$ cat src/rtl/msi001_spi_slave.sv
// msi001_spi_slave: receive side of the MSI001 3-wire SPI write port.
// Oversamples SCLK/SDATA/EN on clk, shifts MSB-first words while EN is low,
// checks the frame length on EN rise and updates a 16-entry register shadow.
// Ports:
//   clk, reset            fabric clock (>= 4x SCLK), synchronous active-high reset
//   spi_sclk_in           SPI clock from master, idle low
//   spi_data_in           SPI data, sampled on SCLK rising edge
//   spi_en_in             SPI enable, active low; rising edge closes the frame
//   word_out              last correctly framed word
//   word_valid            one-cycle pulse on a good frame (word_out/shadow update)
//   frame_err             one-cycle pulse on a frame with bit count != WORD_W
//   busy                  high while shifting a frame
//   rd_addr / rd_data     combinational shadow read port
module msi001_spi_slave #(
    parameter int unsigned WORD_W      = 24,
    parameter int unsigned ADDR_W      = 4,
    parameter int unsigned SYNC_STAGES = 2
) (
    input  logic                     clk,
    input  logic                     reset,
    input  logic                     spi_sclk_in,
    input  logic                     spi_data_in,
    input  logic                     spi_en_in,
    output logic [WORD_W-1:0]        word_out,
    output logic                     word_valid,
    output logic                     frame_err,
    output logic                     busy,
    input  logic [ADDR_W-1:0]        rd_addr,
    output logic [WORD_W-ADDR_W-1:0] rd_data
);

    localparam int unsigned CNT_W  = 5;
    localparam int unsigned DATA_W = WORD_W - ADDR_W;
    localparam int unsigned DEPTH  = 1 << ADDR_W;

    typedef enum logic [1:0] {
        WAIT_IDLE,
        IDLE,
        SHIFT,
        CHECK
    } state_t;

    logic [SYNC_STAGES-1:0] sclk_sync_q;
    logic [SYNC_STAGES-1:0] data_sync_q;
    logic [SYNC_STAGES-1:0] en_sync_q;
    logic                   sclk_dly_q;
    logic                   en_dly_q;
    logic [SYNC_STAGES:0]   prime_q;

    logic sclk_s;
    logic data_s;
    logic en_s;
    logic sclk_rise;
    logic en_rise;
    logic en_fall;
    logic primed;

    state_t              state_q;
    logic [WORD_W-1:0]   shift_q;
    logic [CNT_W-1:0]    cnt_q;
    logic [WORD_W-1:0]   word_q;
    logic                word_valid_q;
    logic                frame_err_q;
    logic [DATA_W-1:0]   shadow_q [DEPTH];

    // Input synchronisers plus one delayed copy for edge detection.
    // prime_q fills with ones after reset so WAIT_IDLE only trusts en_s once
    // the reset value (1) has been flushed out of the EN chain; otherwise a
    // reset taken with EN low would look like an idle bus followed by a start.
    always_ff @(posedge clk) begin
        if (reset) begin
            sclk_sync_q <= '0;
            data_sync_q <= '0;
            en_sync_q   <= '1;
            sclk_dly_q  <= 1'b0;
            en_dly_q    <= 1'b1;
            prime_q     <= '0;
        end else begin
            sclk_sync_q <= {sclk_sync_q[SYNC_STAGES-2:0], spi_sclk_in};
            data_sync_q <= {data_sync_q[SYNC_STAGES-2:0], spi_data_in};
            en_sync_q   <= {en_sync_q[SYNC_STAGES-2:0], spi_en_in};
            sclk_dly_q  <= sclk_sync_q[SYNC_STAGES-1];
            en_dly_q    <= en_sync_q[SYNC_STAGES-1];
            prime_q     <= {prime_q[SYNC_STAGES-1:0], 1'b1};
        end
    end

    assign sclk_s    = sclk_sync_q[SYNC_STAGES-1];
    assign data_s    = data_sync_q[SYNC_STAGES-1];
    assign en_s      = en_sync_q[SYNC_STAGES-1];
    assign sclk_rise = sclk_s & ~sclk_dly_q;
    assign en_rise   = en_s & ~en_dly_q;
    assign en_fall   = ~en_s & en_dly_q;
    assign primed    = prime_q[SYNC_STAGES];

    // Frame FSM, shifter, bit counter, output pulses and shadow registers.
    always_ff @(posedge clk) begin
        if (reset) begin
            state_q      <= WAIT_IDLE;
            shift_q      <= '0;
            cnt_q        <= '0;
            word_q       <= '0;
            word_valid_q <= 1'b0;
            frame_err_q  <= 1'b0;
            for (int i = 0; i < int'(DEPTH); i++) begin
                shadow_q[i] <= '0;
            end
        end else begin
            word_valid_q <= 1'b0;
            frame_err_q  <= 1'b0;
            case (state_q)
                WAIT_IDLE: begin
                    if (primed && en_s) begin
                        state_q <= IDLE;
                    end
                end
                IDLE: begin
                    if (en_fall) begin
                        state_q <= SHIFT;
                        shift_q <= '0;
                        cnt_q   <= '0;
                    end
                end
                SHIFT: begin
                    // EN rise wins over a coincident SCLK edge.
                    if (en_rise) begin
                        state_q <= CHECK;
                    end else if (sclk_rise && !en_s) begin
                        shift_q <= {shift_q[WORD_W-2:0], data_s};
                        if (cnt_q != '1) begin
                            cnt_q <= cnt_q + CNT_W'(1);
                        end
                    end
                end
                CHECK: begin
                    state_q <= IDLE;
                    if (cnt_q == CNT_W'(WORD_W)) begin
                        word_q                          <= shift_q;
                        shadow_q[shift_q[ADDR_W-1:0]]   <= shift_q[WORD_W-1:ADDR_W];
                        word_valid_q                    <= 1'b1;
                    end else begin
                        frame_err_q <= 1'b1;
                    end
                end
                default: state_q <= WAIT_IDLE;
            endcase
        end
    end

    assign word_out   = word_q;
    assign word_valid = word_valid_q;
    assign frame_err  = frame_err_q;
    assign busy       = (state_q == SHIFT);
    assign rd_data    = shadow_q[rd_addr];

endmodule

$ cat config.mk
export PLATFORM = sky130hd
export DESIGN_NAME = msi001_spi_slave
export DESIGN_NICKNAME = d
export VERILOG_FILES = /design/src/rtl/msi001_spi_slave.sv
export SDC_FILE = /design/constraint.sdc
export NUM_CORES = 1
export LEC_CHECK = 0
export CAP_MARGIN = 20
export CORE_ASPECT_RATIO = 1.75
export CORE_UTILIZATION = 60
export DETAILED_ROUTE_END_ITERATION = 10
export PLACE_DENSITY = 0.78
export SLEW_MARGIN = 20
export SYNTH_ARGS = -nofsm -noshare
export SYNTH_HDL_FRONTEND = slang
export SYNTH_SLANG_ARGS = --single-unit
$ cat constraint.sdc
create_clock -name clk -period 3.35 [get_ports clk]
set_input_delay 0.5025 -clock clk [delete_from_list [all_inputs] [get_ports clk]]
set_output_delay 0.5025 -clock clk [all_outputs]
set_load 0.1 [all_outputs]
## After elaboration in Yosys (flattened, before gate mapping)

Memory sizes are Yosys's and may differ from the RTL's.
Index checks and enable logic that the tools add are counted.

| storage, ports and cells | value |
|---|---|
| memories kept | 1 |
| input port bits | 9 |
| memory bits (writable) | 320 |
| register bits after elaboration | 68 |

| operators by class | value |
|---|---|
| muxes and demuxes | 24 |
| reduce and logical (&&, ||, !) cells | 11 |
| bitwise operators | 7 |
| equality and inequality tests | 11 |
| add/subtract/negate cells | 1 |

Memories:

| name | words | bits a word | read ports | clocked after Yosys merged registers in | wr ports | line | text |
|---|---|---|---|---|---|---|---|
| shadow_q | 16 | 20 | 1 | 0 | 16 | 64 | `logic [DATA_W-1:0] shadow_q [DEPTH];` |

Operators with widths:

| kind | number |
|---|---|
| 24-bit two-way mux | 3 |
| 24-bit one-hot mux with 2 select lines | 1 |
| 20-bit two-way mux | 1 |
| 5-bit two-way mux | 4 |
| 20-bit OR reduction | 1 |
| 5-bit one-hot mux with 2 select lines | 1 |
| 1-bit two-way mux | 9 |
| 2-bit one-hot mux with 4 select lines | 1 |
| 2-bit two-way mux | 3 |
| 2-bit by 1-bit != test with 1-bit output (second input constant) | 3 |
| 2-bit != test (second input constant) | 3 |
| 5-bit by 1-bit adder with 5-bit output (second input constant) | 1 |
| 5-bit equality test (second input constant) | 1 |
| 5-bit != test (second input constant) | 1 |
| 5-bit AND reduction | 1 |
| 2-bit equality test (second input constant) | 2 |
| 4-bit two-way mux | 1 |
| 1-bit NOT | 4 |
| 4-bit AND reduction | 1 |
| 1-bit AND | 3 |
| 3-bit AND reduction | 1 |
| 2-bit by 1-bit equality test with 1-bit output (second input constant) | 1 |
| 1-bit logical AND | 2 |
| 2-bit logical NOT | 1 |
| 4 further kinds | 4 |

## Longest topological paths before layout

Gate-level depths: netlist of run 1.

| depth | value |
|---|---|
| word-level depth | 7 |
| mapped depth | 9 |
| mapped depth without buffers | 7 |

## Worst setup path after synthesis of run 1

No wires, ideal clock.

| timing path | value |
|---|---|
| path type | reg2reg |
| start point | register state_q[0] |
| end point | memory shadow_q[12][0] (netlist name), enable pin |
| clock period less this slack | 2.985 ns |
| required time | 2.925 ns |
| setup slack | 0.365 ns |
| data arrival time | 2.560 ns |
| buffers on the path | 0 |
| stages on the path, launching flop included | 5 |
| cells stage by stage | dfxtp_1 ha_1 nor2b_1 nand3_1 o21ai_0 |

RTL lines:

| element | line | text |
|---|---|---|
| start: declaration | 58 | `state_t state_q;` |
| start signal: assignment | 99 | `state_q <= WAIT_IDLE;` |
| start signal: assignment | 114 | `state_q <= IDLE;` |
| start signal: assignment | 119 | `state_q <= SHIFT;` |
| end: declaration | 64 |  |

## Final worst setup path of run 1

| timing path | value |
|---|---|
| start point | input rd_addr[0] |
| end point | output rd_data[10] |

| between the ends | value |
|---|---|
| longest elaborated chain between the ends | 1 |

RTL lines:

| element | line | text |
|---|---|---|
| start: declaration | 28 | `input logic [ADDR_W-1:0] rd_addr,` |
| memory read 16 x 20 bit | - |  |
| end: declaration | 29 | `output logic [WORD_W-ADDR_W-1:0] rd_data` |

Every way passes these cells.

==> key figures, run 1 <==
Outcome
  – Status: completed

Floorplanning
  – Die area: 28,800 um^2
  – Num rows: 80
  – IO Count: 56
  – Initial Util: 0.615
  – DIE WIDTH: 129 um
  – Floorplan core area: 27,400 um^2
  – Die Y-Extent: 224 um

STA
  – Slew Limit Fails: 0
  – RSZ-0062 raised after global routing: false
  – Fmax: 353 MHz
  – Post-route setup TNS: 0 ns
  – Rel. slew slack: 0.299
  – Hold Vio Cnt, Final: 0
  – Minimum clock period: 2.83 ns
  – Final period utilization: 0.845
  – Layout Skew: 0.00909 ns
  – Least-Margin Pin Slew: 1.05 ns
  – Final setup viols: 0

Clock network
  – Post-CTS Hold Buffers: 0
  – Number of buffers created by CTS: 34
  – Worst-skew pair later-pin latency: 0.52 ns
  – Clock slew at reported path FFs: 0.06 ns
  – TritonCTS clock tree: done
  – Clock Sinks: 388
  – # Post-CTS Setup Buffers: 0
  – H-tree depth: 2
  – Maximum root-to-sink buffer count: 3
  – CTS Root Cell: clkbuf_16
  – # resized after CTS: 0

GRT
  – Vias in the first global route: 9,981
  – First-pass GRT wire length: 55,000 um
  – Initial antenna violation count: 0
  – Grt ovf: 0
  – Gr usage total: 0.258
  – Largest net degree at the start of global routing: 51

Critical path
  – Kind of critical path: in -> out
  – Critical-path top delay cell: mux4_2
  – Max incr delay on CP: 0.51 ns
  – Worst path required time: 2.85 ns
  – CP startpoint kind: input pin
  – Top cell by count, worst path: buf_12
  – Crit path DAT: 2.33 ns
  – CP Capture Type: output port
  – Crit Path Max Fanout: 17
  – CP Cell Sequence: buf_4, buf_12, mux4_2, a22oi_1, nand2_1, buf_12

Layout
  – Final Net Count: 1,213
  – Synth-to-Final Area Change: 14.4%
  – Antenna cells: 0
  – Layout Cells excl Fill: 1,591
  – Fraction of layout cells with a size suffix above 1: 0.191
  – Final instance area: 19,300 um^2

Pwr
  – Peak VDD IR: 0.427 mV
  – Static Leak: 6.75 nW
  – Pwr Density: 564 nW/um^2
  – Overall Power: 10.9 mW

Placed design
  – Port Buffers: 55
  – Hpwl dp: 22,800 um
  – Final GP Congestion: 0.861
  – Area post-placement: 18,000 um^2
  – # placed instances: 1,530

Yosys
  – Netlist Area Pre-Place: 16,900 um^2
  – Post-synthesis register bit count: 388
  – Share of flip-flops with an asynchronous set or reset: 0
  – Seq/Total Area, Yosys: 0.651
  – Netlist cell types: 42
  – Synthesized area per cell: 14.3 um^2
  – Post-synth EDFFs: 320
  – Syn. warnings: 0
  – Synthesized Nets: 1,193
  – Ys flop type: edfxtp_1
  – Syn Inst Count: 1,177

Detailed routing
  – Via density per instance: 5.90
  – Final Routed Wirelength: 35,200 um
  – Antenna-violating nets left: 0
  – Initial DRC count: 754
  – DRT Pass-1 Iters: 5
  – Wire per inst: 22.1 um
  – Via count: 9,391
  – DRC viols: 0

Min path
  – Hold Path Class: in -> reg

Run
  – Max Cap Viol: 0
[cells by family (layout without fill, tap and decap cells)]
group | count (synthesis) | in the layout | synth area share
and+or+nand+nor | 463 | 463 | 0.161
DFF | 388 | 388 | 0.651
buffers and inverters | 125 | 170 | 0.0300
AOI/OAI and AO/OA | 114 | 114 | 0.0467
muxes | 80 | 80 | 0.107
adders and majority gates | 7 | 7 | 0.00519
[Yosys cell counts (2+ instances only)]
cell | instances | share of area
a211oi_1 | 3 | 0.0013
a21oi_1 | 29 | 0.0086
a22o_1 | 24 | 0.012
a22oi_1 | 40 | 0.018
and2_1 | 322 | 0.12
buf_1 | 5 | 0.0011
buf_2 | 10 | 0.0030
buf_4 | 2 | 0.00089
buf_6 | 2 | 0.0013
clkbuf_1 | 97 | 0.022
dfxtp_1 | 68 | 0.081
edfxtp_1 | 320 | 0.57
ha_1 | 7 | 0.0052
inv_1 | 8 | 0.0018
mux4_2 | 80 | 0.11
nand2_1 | 77 | 0.017
nand2b_1 | 4 | 0.0015
nand3_1 | 3 | 0.00089
nand4b_2 | 2 | 0.0018
nor2_1 | 13 | 0.0029
nor2b_1 | 13 | 0.0048
nor3_1 | 6 | 0.0018
o21ai_0 | 13 | 0.0039
or2_2 | 10 | 0.0037
or3_1 | 2 | 0.00074
[layout by cell type (no fill, tap or decap), types with 6 or more instances in the layout]
cell type and instances:
a21oi_1 28, a22o_1 24, a22oi_1 40, and2_1 322, buf_12 24, buf_4 45, bufinv_16 7, clkbuf_16 37
clkdlybuf4s50_1 31, dfxtp_1 68, edfxtp_1 320, ha_1 7, inv_1 8, mux4_2 80, nand2_1 77, nor2_1 13
nor2b_1 13, nor3_2 6, o21ai_2 9, or2_2 10
[path summary, 6_finish.rpt]
kind,start,end,slack (ns),cells after the start
max,rd_addr[0],rd_data[10],0.52,6
min,reset,frame_err,0.39,3
min reg2reg,en_sync_q[0],en_sync_q[1],0.42,1
max reg2reg,state_q[0],shadow_q[3][14],0.74,5
[where the power goes]
group | switching, mW | internal (mW)
Clock | 1.70 | 2.59
Combinational | 0.703 | 0.414
Sequential | 0.0651 | 5.41
Total | 2.47 | 8.42
[critical path: cells and delay by family]
| kind | cells | cell delay, ns |
|---|---|---|
| AO/OA/AOI/OAI | 1 | 0.36 |
| AND/OR/NAND/NOR | 1 | 0.16 |
| multiplexers | 1 | 0.51 |
| buffers and inverters | 3 | 0.78 |
[flip-flops by register name, summed over array words and instances (netlist names), 3 cells and up]
name	flops
prime_q	3
shadow_q	320
shift_q	24
word_out	24
cnt_q	5
[per-layer routing]
layer  vias up  GRT usage  part of all wire
li1       4280          -                 -
met1      4759      0.307              0.37
met2       291      0.471              0.55
met3        61     0.0351             0.048
met4         0     0.0968             0.028
met5         -          0                 0
[stage by stage]
step	setup slack (ns)	hold slack [ns]	util
after floorplan	0.365	0.389	-
after global placement	0.567	0.392	0.658
after detailed placement	0.538	0.411	0.658
after CTS	0.539	0.369	0.703
after global routing	0.449	0.392	0.703
final	0.521	0.386	0.703
[layout make-up]
| type | count | area, um^2 |
|---|---|---|
| Inverter | 8 | 30.0 |
| Fill cell | 1815 | 8140 |
| Multi-Input combinational cell | 664 | 5450 |
| Clock inverter | 19 | 269 |
| Sequential cell | 388 | 11000 |
| Timing Repair Buffer | 101 | 1130 |
| Tap cell | 369 | 462 |
| Clock buffer | 42 | 965 |
No activity file was read; power rests on OpenSTA's default activity.
==> inputs of run 2 (changes only) <==
Settings changed: CORE_UTILIZATION 60 to 55, PLACE_DENSITY 0.78 to 0.76.
Clock period 3.35 ns to 2.5 ns, I/O delays scaled along.
==> key figures, run 2 (same netlist as run 1, synthesis figures left out) <==
Outcome
  – Status: completed (unchanged)

Floorplanning
  – IO Count: 56 (unchanged)
  – Floorplan core area: 30,100 um^2 (was 27,400 um^2)
  – Die area: 31,400 um^2 (was 28,800 um^2)
  – DIE WIDTH: 134 um (was 129 um)
  – Initial Util: 0.561 (was 0.615)
  – Num rows: 84 (was 80)
  – Die Y-Extent: 234 um (was 224 um)

Critical path
  – Setup crit start: shadow_q[4][9] (was rd_addr[0])
  – Worst path required time: 2.12 ns (was 2.85 ns)
  – CP top delay family: multiplexers (was buffers and inverters)
  – Reg2reg start: cnt_q[0] (was state_q[0])
  – CP Capture Type: output port (unchanged)
  – Critical Path Stages: 4 (was 6)
  – Crit Path Max Fanout: 1 (was 17)
  – CP Cell Sequence: mux4_2, a22oi_1, nand2_1, buf_12 (was buf_4, buf_12, mux4_2, a22oi_1, nand2_1, buf_12)
  – Worst flop-to-flop path endpoint: shadow_q[12][7] (was shadow_q[3][14])
  – CP Capture Point: rd_data[9] (was rd_data[10])
  – Crit path DAT: 2.04 ns (was 2.33 ns)
  – Max incr delay on CP: 0.46 ns (was 0.51 ns)
  – CP startpoint kind: flip-flop (was input pin)
  – Critical-path top delay cell: mux4_2 (unchanged)
  – Cells on worst reg2reg path: 7 (was 5)
  – R2R Setup Slk: 0.16 ns (was 0.74 ns)
  – WP buf/inv: 1 (was 3)
  – Kind of critical path: reg -> out (was in -> out)

Layout
  – Post-Route Utilization: 0.648 (was 0.703)
  – Most frequent cells in the layout: 322 x and2_1, 320 x edfxtp_1, 80 x mux4_2, 68 x dfxtp_1, 63 x buf_4 (was 322 x and2_1, 320 x edfxtp_1, 80 x mux4_2, 77 x nand2_1, 68 x dfxtp_1)
  – Largest Register: shadow_q (unchanged)
  – Antenna cells: 0 (unchanged)
  – Largest register FFs: 320 (unchanged)
  – Synth-to-Final Area Change: 15.5% (was 14.4%)
  – Final Net Count: 1,223 (was 1,213)
  – Fraction of layout cells with a size suffix above 1: 0.232 (was 0.191)
  – Commonest non-fill, non-tap cell in the layout: and2_1 (unchanged)
  – Final instance area: 19,500 um^2 (was 19,300 um^2)
  – Fill cells: 2,169 (was 1,815)

STA
  – RSZ-0062 raised after global routing: false (unchanged)
  – Slew Limit Fails: 0 (unchanged)
  – Hold Vio Cnt, Final: 0 (unchanged)
  – Final hold slack: 0.232 ns (was 0.386 ns)
  – Final setup viols: 0 (unchanged)
  – Post-route setup TNS: 0 ns (unchanged)
  – Fmax: 415 MHz
  – Layout Skew: 0.0159 ns (was 0.00909 ns)
  – Rel. slew slack: 0.311 (was 0.299)
  – Minimum clock period: 2.41 ns
  – Least-Margin Pin Slew: 1.03 ns (was 1.05 ns)
  – Final period utilization: 0.964

Placed design
  – Area post-placement: 18,300 um^2 (was 18,000 um^2)
  – Final GP Congestion: 0.811 (was 0.861)
  – Port Buffers: 55 (unchanged)
  – Hpwl dp: 24,200 um (was 22,800 um)

GRT
  – Gr usage total: 0.251 (was 0.258)
  – Vias in the first global route: 9,904 (was 9,981)
  – Initial antenna violation count: 0 (unchanged)
  – First-pass GRT wire length: 57,600 um (was 55,000 um)
  – Largest net degree at the start of global routing: 30 (was 51)
  – Grt ovf: 0 (unchanged)

Pwr
  – Overall Power: 14.3 mW (was 10.9 mW)
  – Clk pwr share: 0.378 (was 0.394)
  – Comb pwr share: 0.111 (was 0.103)
  – Flop pwr share: 0.512 (was 0.503)
  – Sw frac: 0.235 (was 0.227)
  – Static Leak: 6.89 nW (was 6.75 nW)
  – Pwr Density: 737 nW/um^2 (was 564 nW/um^2)
  – Pint: 11.0 mW (was 8.42 mW)
  – Net Sw Power: 3.37 mW (was 2.47 mW)
  – Peak VDD IR: 0.662 mV (was 0.427 mV)

Detailed routing
  – DRC viols: 0 (unchanged)
  – Antenna-violating nets left: 0 (unchanged)
  – DRT Pass-1 Iters: 5 (unchanged)
  – Wire per inst: 23.2 um (was 22.1 um)
  – Via count: 9,595 (was 9,391)
  – Initial DRC count: 710 (was 754)
  – Via density per instance: 5.93 (was 5.90)
  – Final Routed Wirelength: 37,600 um (was 35,200 um)

Clock network
  – # Post-CTS Setup Buffers: 0 (unchanged)
  – Maximum root-to-sink buffer count: 3 (unchanged)
  – # resized after CTS: 0 (unchanged)
  – Clock slew at reported path FFs: 0.07 ns (was 0.06 ns)
  – Worst-skew pair later-pin latency: 0.52 ns (about the same)
  – Post-CTS Hold Buffers: 0 (unchanged)
  – Number of buffers created by CTS: 35 (was 34)
  – TritonCTS clock tree: done (unchanged)
  – CTS Root Cell: clkbuf_16 (unchanged)
  – Clock Sinks: 388 (unchanged)
  – H-tree depth: 2 (unchanged)

Min path
  – Hold Path Class: in -> reg (unchanged)

Run
  – Max Cap Viol: 0 (unchanged)
==> run 2: changes by cell type in the layout (fill, tap and decap cells not counted), moves of 4 or more <==
cell / previous run / this run
buf_12: 24 / 41
nand2_2: 0 / 19
buf_4: 45 / 63
clkbuf_1: 3 / 8
bufinv_16: 7 / 3
clkdlybuf4s50_1: 31 / 5
nand2_1: 77 / 58
==> run 2: layout make-up <==
class                           count  area, um^2  area share
Clock buffer                       49         998      0.0513
Clock inverter                     12         149     0.00764
Inverter                            8        30.0     0.00154
Multi-Input combinational cell    664        5500       0.282
Sequential cell                   388       11000       0.563
Tap cell                          387         484      0.0249
Timing Repair Buffer              110        1350      0.0693
==> run 2: routing by layer <==
metal	track usage	vias to the layer above	wire length, um	part of all wire
met2	0.470	331	20600	0.55
met1	0.287	4878	13500	0.36
li1	-	4298	-	-
met5	0	-	0	0
met4	0.105	0	1440	0.038
met3	0.0289	88	2020	0.054
==> run 2: worst min-delay path, delay by kind of cell <==
kind | cells | cell delay [ns]
and+or+nand+nor | 2 | 0.20
buffers and inverters | 1 | 0.11
==> run 2: metrics by stage <==
| step | std cells | worst slack [ns] |
|---|---|---|
| CTS | 1618 | 0.0931 |
| global placement | 1557 | 0.151 |
| floorplan | 1177 | -0.485 |
| global route | 1618 | 0.00767 |
| detailed placement | 1557 | 0.142 |
| finish | 1618 | 0.0899 |
==> run 2: power by group through the flow <==
stage / Combinational [mW] / Sequential, mW / Clock (mW)
finish: 1.59 / 7.34 / 5.42
global route: 1.67 / 7.36 / 5.70
CTS: 1.59 / 7.34 / 5.48
detailed placement: 1.59 / 7.48 / 0
global placement: 1.57 / 7.46 / 0
floorplan: 1.05 / 7.45 / 0
==> run 2: worst min-delay path by stage <==
stage                             from            to  slack, ns  depth (start not counted)
after floorplan           en_sync_q[0]  en_sync_q[1]       0.39                          1
after detailed placement  en_sync_q[0]  en_sync_q[1]       0.40                          1
after global routing             reset     frame_err       0.26                          3
after global placement    en_sync_q[0]  en_sync_q[1]       0.39                          1
final                            reset     frame_err       0.23                          3
after CTS                        reset     frame_err       0.25                          3
